$ cat config.mk
export PLATFORM = sky130hd
export DESIGN_NAME = uart_receiver
export DESIGN_NICKNAME = d
export VERILOG_FILES = /design/src/rtl/uart_receiver.sv
export SDC_FILE = /design/constraint.sdc
export NUM_CORES = 1
export LEC_CHECK = 0
export CAP_MARGIN = 25
export CORE_UTILIZATION = 49
export CTS_CLUSTER_SIZE = 16
export DETAILED_ROUTE_END_ITERATION = 8
export MAX_ROUTING_LAYER = met4
export PLACE_DENSITY = 0.73
export SKIP_CTS_REPAIR_TIMING = 1
export SKIP_LAST_GASP = 1
export SYNTH_ARGS = -nofsm -noshare
export SYNTH_HDL_FRONTEND = slang
export SYNTH_SLANG_ARGS = --single-unit
export TNS_END_PERCENT = 30
$ cat constraint.sdc
create_clock -name clk -period 1.6 [get_ports clk]
set_input_delay 0.4 -clock clk [delete_from_list [all_inputs] [get_ports clk]]
set_output_delay 0.4 -clock clk [all_outputs]
set_load 0.02 [all_outputs]
$ cat src/rtl/uart_receiver.sv
// rtl/uart_receiver.sv - 8N1 UART receive path, oversampled; define UART_RX_PARITY_EN for 8E1 with parity check
module uart_receiver #(
    parameter int OVERSAMPLE = 16
) (
    input  logic       clk,
    input  logic       rst,
    input  logic       serialInput,
    output logic [7:0] receivedByte,
    output logic       valid,
    output logic       frameError,
    output logic       parityError
);

    localparam int TW = $clog2(OVERSAMPLE);
    localparam logic [TW-1:0] TICK_MID  = TW'(OVERSAMPLE / 2 - 1);
    localparam logic [TW-1:0] TICK_LAST = TW'(OVERSAMPLE - 1);

`ifdef UART_RX_PARITY_EN
    typedef enum logic [2:0] {IDLE, START, DATA, PARITY, STOP, BREAK} state_t;
`else
    typedef enum logic [2:0] {IDLE, START, DATA, STOP, BREAK} state_t;
`endif

    state_t        state, state_next;
    logic          sync_meta, rx_sync;
    logic [TW-1:0] tick, tick_next;
    logic [2:0]    bit_cnt, bit_next;
    logic [7:0]    shift, shift_next;
    logic [7:0]    byte_next;
    logic          valid_next, frame_next;
`ifdef UART_RX_PARITY_EN
    logic          par_bit, par_bit_next;
    logic          parity_next;
`endif

    // Two-flop synchronizer; idles high so reset does not look like a start bit
    always_ff @(posedge clk or negedge rst) begin
        if (!rst) begin
            sync_meta <= 1'b1;
            rx_sync   <= 1'b1;
        end else begin
            sync_meta <= serialInput;
            rx_sync   <= sync_meta;
        end
    end

    // State, counters, data and registered output pulses
    always_ff @(posedge clk or negedge rst) begin
        if (!rst) begin
            state        <= IDLE;
            tick         <= '0;
            bit_cnt      <= '0;
            shift        <= '0;
            receivedByte <= 8'h00;
            valid        <= 1'b0;
            frameError   <= 1'b0;
        end else begin
            state        <= state_next;
            tick         <= tick_next;
            bit_cnt      <= bit_next;
            shift        <= shift_next;
            receivedByte <= byte_next;
            valid        <= valid_next;
            frameError   <= frame_next;
        end
    end

`ifdef UART_RX_PARITY_EN
    // Received parity bit and parity error pulse
    always_ff @(posedge clk or negedge rst) begin
        if (!rst) begin
            par_bit     <= 1'b0;
            parityError <= 1'b0;
        end else begin
            par_bit     <= par_bit_next;
            parityError <= parity_next;
        end
    end
`else
    assign parityError = 1'b0;
`endif

    // Frame sequencing: mid-start check, mid-bit sampling, stop-bit verdict
    always_comb begin
        state_next = state;
        tick_next  = tick + TW'(1);
        bit_next   = bit_cnt;
        shift_next = shift;
        byte_next  = receivedByte;
        valid_next = 1'b0;
        frame_next = 1'b0;
`ifdef UART_RX_PARITY_EN
        par_bit_next = par_bit;
        parity_next  = 1'b0;
`endif
        case (state)
            IDLE: begin
                tick_next = '0;
                if (!rx_sync) state_next = START;
            end
            START: begin
                if (tick == TICK_MID) begin
                    tick_next  = '0;
                    bit_next   = '0;
                    // A line back high by mid start bit was a glitch
                    state_next = rx_sync ? IDLE : DATA;
                end
            end
            DATA: begin
                if (tick == TICK_LAST) begin
                    tick_next           = '0;
                    shift_next[bit_cnt] = rx_sync;
                    bit_next            = bit_cnt + 3'd1;
                    if (bit_cnt == 3'd7) begin
`ifdef UART_RX_PARITY_EN
                        state_next = PARITY;
`else
                        state_next = STOP;
`endif
                    end
                end
            end
`ifdef UART_RX_PARITY_EN
            PARITY: begin
                if (tick == TICK_LAST) begin
                    tick_next    = '0;
                    par_bit_next = rx_sync;
                    state_next   = STOP;
                end
            end
`endif
            STOP: begin
                if (tick == TICK_LAST) begin
                    tick_next = '0;
                    if (rx_sync) begin
                        // Leaving at mid stop bit lets the next start edge through
                        state_next = IDLE;
`ifdef UART_RX_PARITY_EN
                        if (par_bit != ^shift) begin
                            parity_next = 1'b1;
                        end else begin
                            byte_next  = shift;
                            valid_next = 1'b1;
                        end
`else
                        byte_next  = shift;
                        valid_next = 1'b1;
`endif
                    end else begin
                        frame_next = 1'b1;
                        state_next = BREAK;
                    end
                end
            end
            BREAK: begin
                // Held-low line: one frame error only, wait for idle
                tick_next = '0;
                if (rx_sync) state_next = IDLE;
            end
            default: begin
                tick_next  = '0;
                state_next = IDLE;
            end
        endcase
    end

endmodule
---- After elaboration in Yosys (flattened, before gate mapping) ----
Index checks and enable logic that the tools add are counted.
storage, ports and cells
  register bits after elaboration ......... 30
  latch bits .............................. 0
  bits in writable memories ............... 0
  ROM bits ................................ 0
  output and inout bits ................... 11
  memories ................................ 0
operators by class
  $add $sub $neg .......................... 2
  multiply operators ...................... 0
  divide/modulo/power cells ............... 0
  $lt $le $gt $ge ......................... 2
  eq/ne operators ......................... 13
  shift operators ......................... 0
  mux-type cells .......................... 24
  bitwise logic cells ..................... 0
  reductions and logical operators ........ 8
operators with widths
  kind                                                                                 count
  3-bit two-way mux                                                                    9
  3-bit one-hot mux with 5 select lines                                                1
  2-bit != test, second input constant                                                 6
  8-bit bitwise mux                                                                    1
  4-bit two-way mux                                                                    2
  4-bit one-hot mux with 2 select lines                                                1
  1-bit two-way mux                                                                    7
  3-bit by 2-bit == test with 1-bit output, second input constant                      2
  3-bit == test, second input constant                                                 2
  3-bit one-hot mux with 2 select lines                                                1
  3-bit AND reduction                                                                  2
  6-bit AND reduction                                                                  1
  4-bit by 1-bit adder with 4-bit output, second input constant                        1
  4-bit by 3-bit == test with 1-bit output, second input constant                      1
  4-bit == test, second input constant                                                 1
  3-bit by 4-bit less-than comparator with 1-bit output, second input constant         1
  3-bit by 1-bit adder with 3-bit output, second input constant                        1
  1-bit demux with 3-bit select                                                        1
  3-bit by 1-bit == test with 1-bit output, second input constant                      1
  3-bit by 1-bit greater-or-equal comparator with 1-bit output, second input constant  1
  3-bit zero test                                                                      1
  2-bit two-way mux                                                                    1
  2-bit AND reduction                                                                  1
  2-bit nonzero test                                                                   1
  2 further kinds                                                                      2

---- Depth between registers and ports, before layout ----
  word-level depth ........................ 5
  gate-level depth with buffers ........... 5
  gate-level depth less buffers ........... 4

---- Worst setup path after synthesis ----
Ideal clock, no wire load.
  kind .................................... flip-flop to flip-flop
  start ................................... register tick[0]
  end ..................................... register shift[6]
  library setup time ...................... 0.127 ns
  arrival time ............................ 1.351 ns
  data required time ...................... 1.473 ns
  setup slack ............................. 0.122 ns
  stages on the path, launching flop included .. 6
  path buffers ............................ 1
  path through ............................ dfrtp_1 > ha_1 > and4_4 > buf_8 > nand4_4 > mux2_1
between the ends
  word-level cells in the longest chain between the ends .. 2
ends and longest elaborated chain
  element                        RTL line  text
  start: declaration             26        logic [TW-1:0] tick, tick_next;
  start signal: assignment       59        tick <= tick_next;
  4-bit == test                  110       if (tick == TICK_LAST) begin
  2-bit AND reduction (no line)  n/a
  end signal: assignment         61        shift <= shift_next;
  end: declaration               28        logic [7:0] shift, shift_next;
No other way between the ends.
A chain may end at the register's enable or synchronous reset.

---- Final worst setup path ----
  start ................................... register receivedByte[4]
  end ..................................... output receivedByte[4]
RTL lines
  element                   RTL line  text
  start: declaration        8         output logic [7:0] receivedByte,
  start signal: assignment  62        receivedByte <= byte_next;
No word-level cell between the ends.

==> metrics.md <==
| Metric | Value |
|---|---|
| Outcome | finished with violations |
| Failing checks | negative setup slack |
| Gr ovfl total | 0 |
| Worst path depth | 1 |
| DIE HEIGHT | between 50 and 60 um |
| CP arrival | 1.29 ns |
| Max-Cap Viols | 0 |
| Clk sinks | 30 |
| Worst setup EP type | primary output |
| Min-delay worst type | flip-flop to flip-flop |
| Synth Cell Area | 1370 sq um |
| Number of max-slew violations in the final report | 0 |
| Reg-to-reg startpoint | tick[0]$_DFF_PN0_ |
| R2r endpoint | receivedByte[2]$_DFFE_PN0P_ |
| Clock skew | 0.0121 ns |
| Post-placement cell count | 145 |
| Simple-gate share of the synthesized area | 17.4% |
| Commonest non-fill, non-tap cell in the layout | dfrtp_1 |
| Setup TNS | -0.434 ns |
| Core box area | 2570 sq um |
| Worst setup path end | receivedByte[4] |
| Seq cells post-synth | 30 |
| Diode count | 0 |
| Max VDD drop | 0.000920 V |
| Clk Tree Root Cell | clkbuf_4 |
| Fin crit share | 106% |
| Mapped Nets | 110 |
| CTS clk-pin slew, worst paths | about 0.080 ns |
| Min Tclk post-route | 1.69 ns |
| Final Setup Violations | 6 |
| Post-synthesis compound-gate area fraction | 4.66% |
| CTS H-tree depth | 2 |
| Die X | 54.9 um |
| CP startpoint | receivedByte[4]$_DFFE_PN0P_ |
| Cell class contributing the biggest share of worst-path delay | buffers and inverters |
| Routed Antenna Nets | 0 |
| Fin util | 62.4% |
| R2R setup slack | 0.03 ns |
| Final routed wire length divided by cell count | 15.2 um |
| Final net count | 128 |
| Synth warn | 0 |
| Mux contribution to synthesized area | between 10 and 15% |
| Clk_lat worst skew | 0.33 ns |
| Vias in the first global route | 827 |
| HPWL after DPL | 1570 um |
| Post-Route WL | 2320 um |
| Final Instance Count excl. Fillers | 153 |
| RSZ-0062 raised after global routing | true |
| IO Count | 14 |
| Longest Clk Path Bufs | 2 |
| Layout cells sized above 1 | 30.1% |
| Worst Reg-to-Reg Cells | 4 |
| Total power | just under 2000 uW |
| Gr usage total | 19.9% |
| P_leak | 0.000834 uW |
| Residual DRC | 0 |
| Starting density of the core | 53.3% |
| Syn_area_per_cell | 13.2 sq um |
| Slowest cell on crit path | clkdlybuf4s50_1 |
| First drt pass iteration count | 4 |
| CP Cell Sequence | clkdlybuf4s50_1 |
| Final worst slack | -0.0906 ns |
| Area post-placement | 1530 sq um |
| Pwr Density | 1240 nW/um^2 |
| Final Cell Area | 1600 sq um |
| Fmax | between 500 and 600 MHz |
| Port Buffers | 12 |
| Number of buffers and inverters on the critical path | 1 |
| Hold Vio Cnt, Final | 0 |
| Post-synthesis sequential area ratio | 55.0% |
| GPL Wtd Cong | 0.811 |
| TritonCTS buffer count | 5 |
| Vias/cell | approximately 5.7 |
| CP Data Required Time | 1.20 ns |
| Critical Path Max Stage Delay | 0.61 ns |
| Cell variety after synth | 34 |
| Mapped Cells | 104 |
| Nature of the critical path startpoint | flip-flop |
| CTS tree | done |
| 1st-iter DRT viols | 9 |
| First-pass GRT wire length | about 3900 um |
| EDFF count, synth | 0 |
| Num rows | 18 |
| Post-synth ARST share | 100% |
| WS Path Type | flip-flop to primary output |
| Largest net degree at the start of global routing | 31 |
| Synth Area in Adders | 2.74% |
| Commonest cells after routing, fill and taps aside | 28 x dfrtp_1, 16 x mux2_2, 8 x clkdlybuf4s50_1, 7 x nand3_1 |
| Initial antenna violation count | 0 |
| Synth Area in XOR/XNOR | 1.92% |
| Crit path max fanout | 2 |
| Largest family of logic cells by synthesized area | simple AND/OR/NAND/NOR gates |
| Vias | about 870 |
| Filler Cell Count | approximately 230 |
| Synth-to-layout area growth | 17.1% |
| Top_reg_cell synth | dfrtp_1 |
| Die area | 3010 sq um |
==> cell families after synthesis <==
logic type | after synthesis
and+or+nand+nor | 33
DFF | 30
muxes | 17
AOI/OAI and AO/OA | 9
buffers and inverters | 8
adders and majority gates | 3
xor gates and xnor gates | 3
other | 1
==> how the worst min path moves through the flow <==
stage                         from                     end  slack [ns]  depth (start not counted)
5_1_grt        sync_meta$_DFF_PN1_       rx_sync$_DFF_PN1_        0.37                          0
3_5_place_dp   sync_meta$_DFF_PN1_       rx_sync$_DFF_PN1_        0.35                          0
4_1_cts        sync_meta$_DFF_PN1_       rx_sync$_DFF_PN1_        0.36                          0
2_1_floorplan                  rst  bit_cnt[0]$_DFFE_PN0P_        0.10                          0
6_report       sync_meta$_DFF_PN1_       rx_sync$_DFF_PN1_        0.36                          0
3_3_place_gp   sync_meta$_DFF_PN1_       rx_sync$_DFF_PN1_        0.35                          0
==> registers in the layout (all words and copies together), names as in the netlist <==
name	count
receivedByte	8
frameError	1
valid	1
bit_cnt	3
rx_sync	1
shift	8
tick	4
sync_meta	1
state	3
==> cells in the mapped netlist, types with 2 or more instances <==
cell       n  area share [%]
buf_2      2            0.73
ha_1       3             2.7
xnor2_1    2             1.3
nor2b_1    2            0.91
a21oi_1    3             1.1
dfrtp_1   28              51
nor4_1     2            0.91
nor2_1     5             1.4
buf_4      3             1.6
a22o_1     2             1.3
mux2_2    16              13
nor3_1     2            0.73
nand3_1    7             2.6
nor3b_1    4             2.2
dfstp_2    2             3.8
a211oi_1   3             1.6
==> where the power goes <==
part           switching, uW  total, uW  internal, uW
clock network            250        463           213
registers                117        983           867
logic                    275        537           262
total                    642       1980          1340
==> area by class of cell <==
type	count	area, sq um	share of cell area (%)
Sequential cell	30	753	47.0
Multi-Input combinational cell	66	561	35.0
Timing Repair Buffer	18	188	11.7
Clock buffer	7	55.1	3.43
Tap cell	30	37.5	2.34
Clock inverter	1	5.00	0.312
Inverter	1	3.75	0.234
==> layer usage <==
metal	part of all wire [%]	GRT usage (%)	vias to the layer above
met2	44	28.9	15
met1	51	24.8	441
met4	1.7	7.69	0
met5	0	-	-
met3	3.4	7.50	6
li1	-	-	410
==> per-stage QoR <==
stage                     setup slack [ns]  hold WS [ns]
after CTS                           -0.110         0.362
final                              -0.0906         0.360
after global placement              0.0985         0.347
after global routing                -0.140         0.368
after detailed placement            0.0305         0.349
after floorplan                      0.122         0.104
Power figures use the tool's default switching activity.
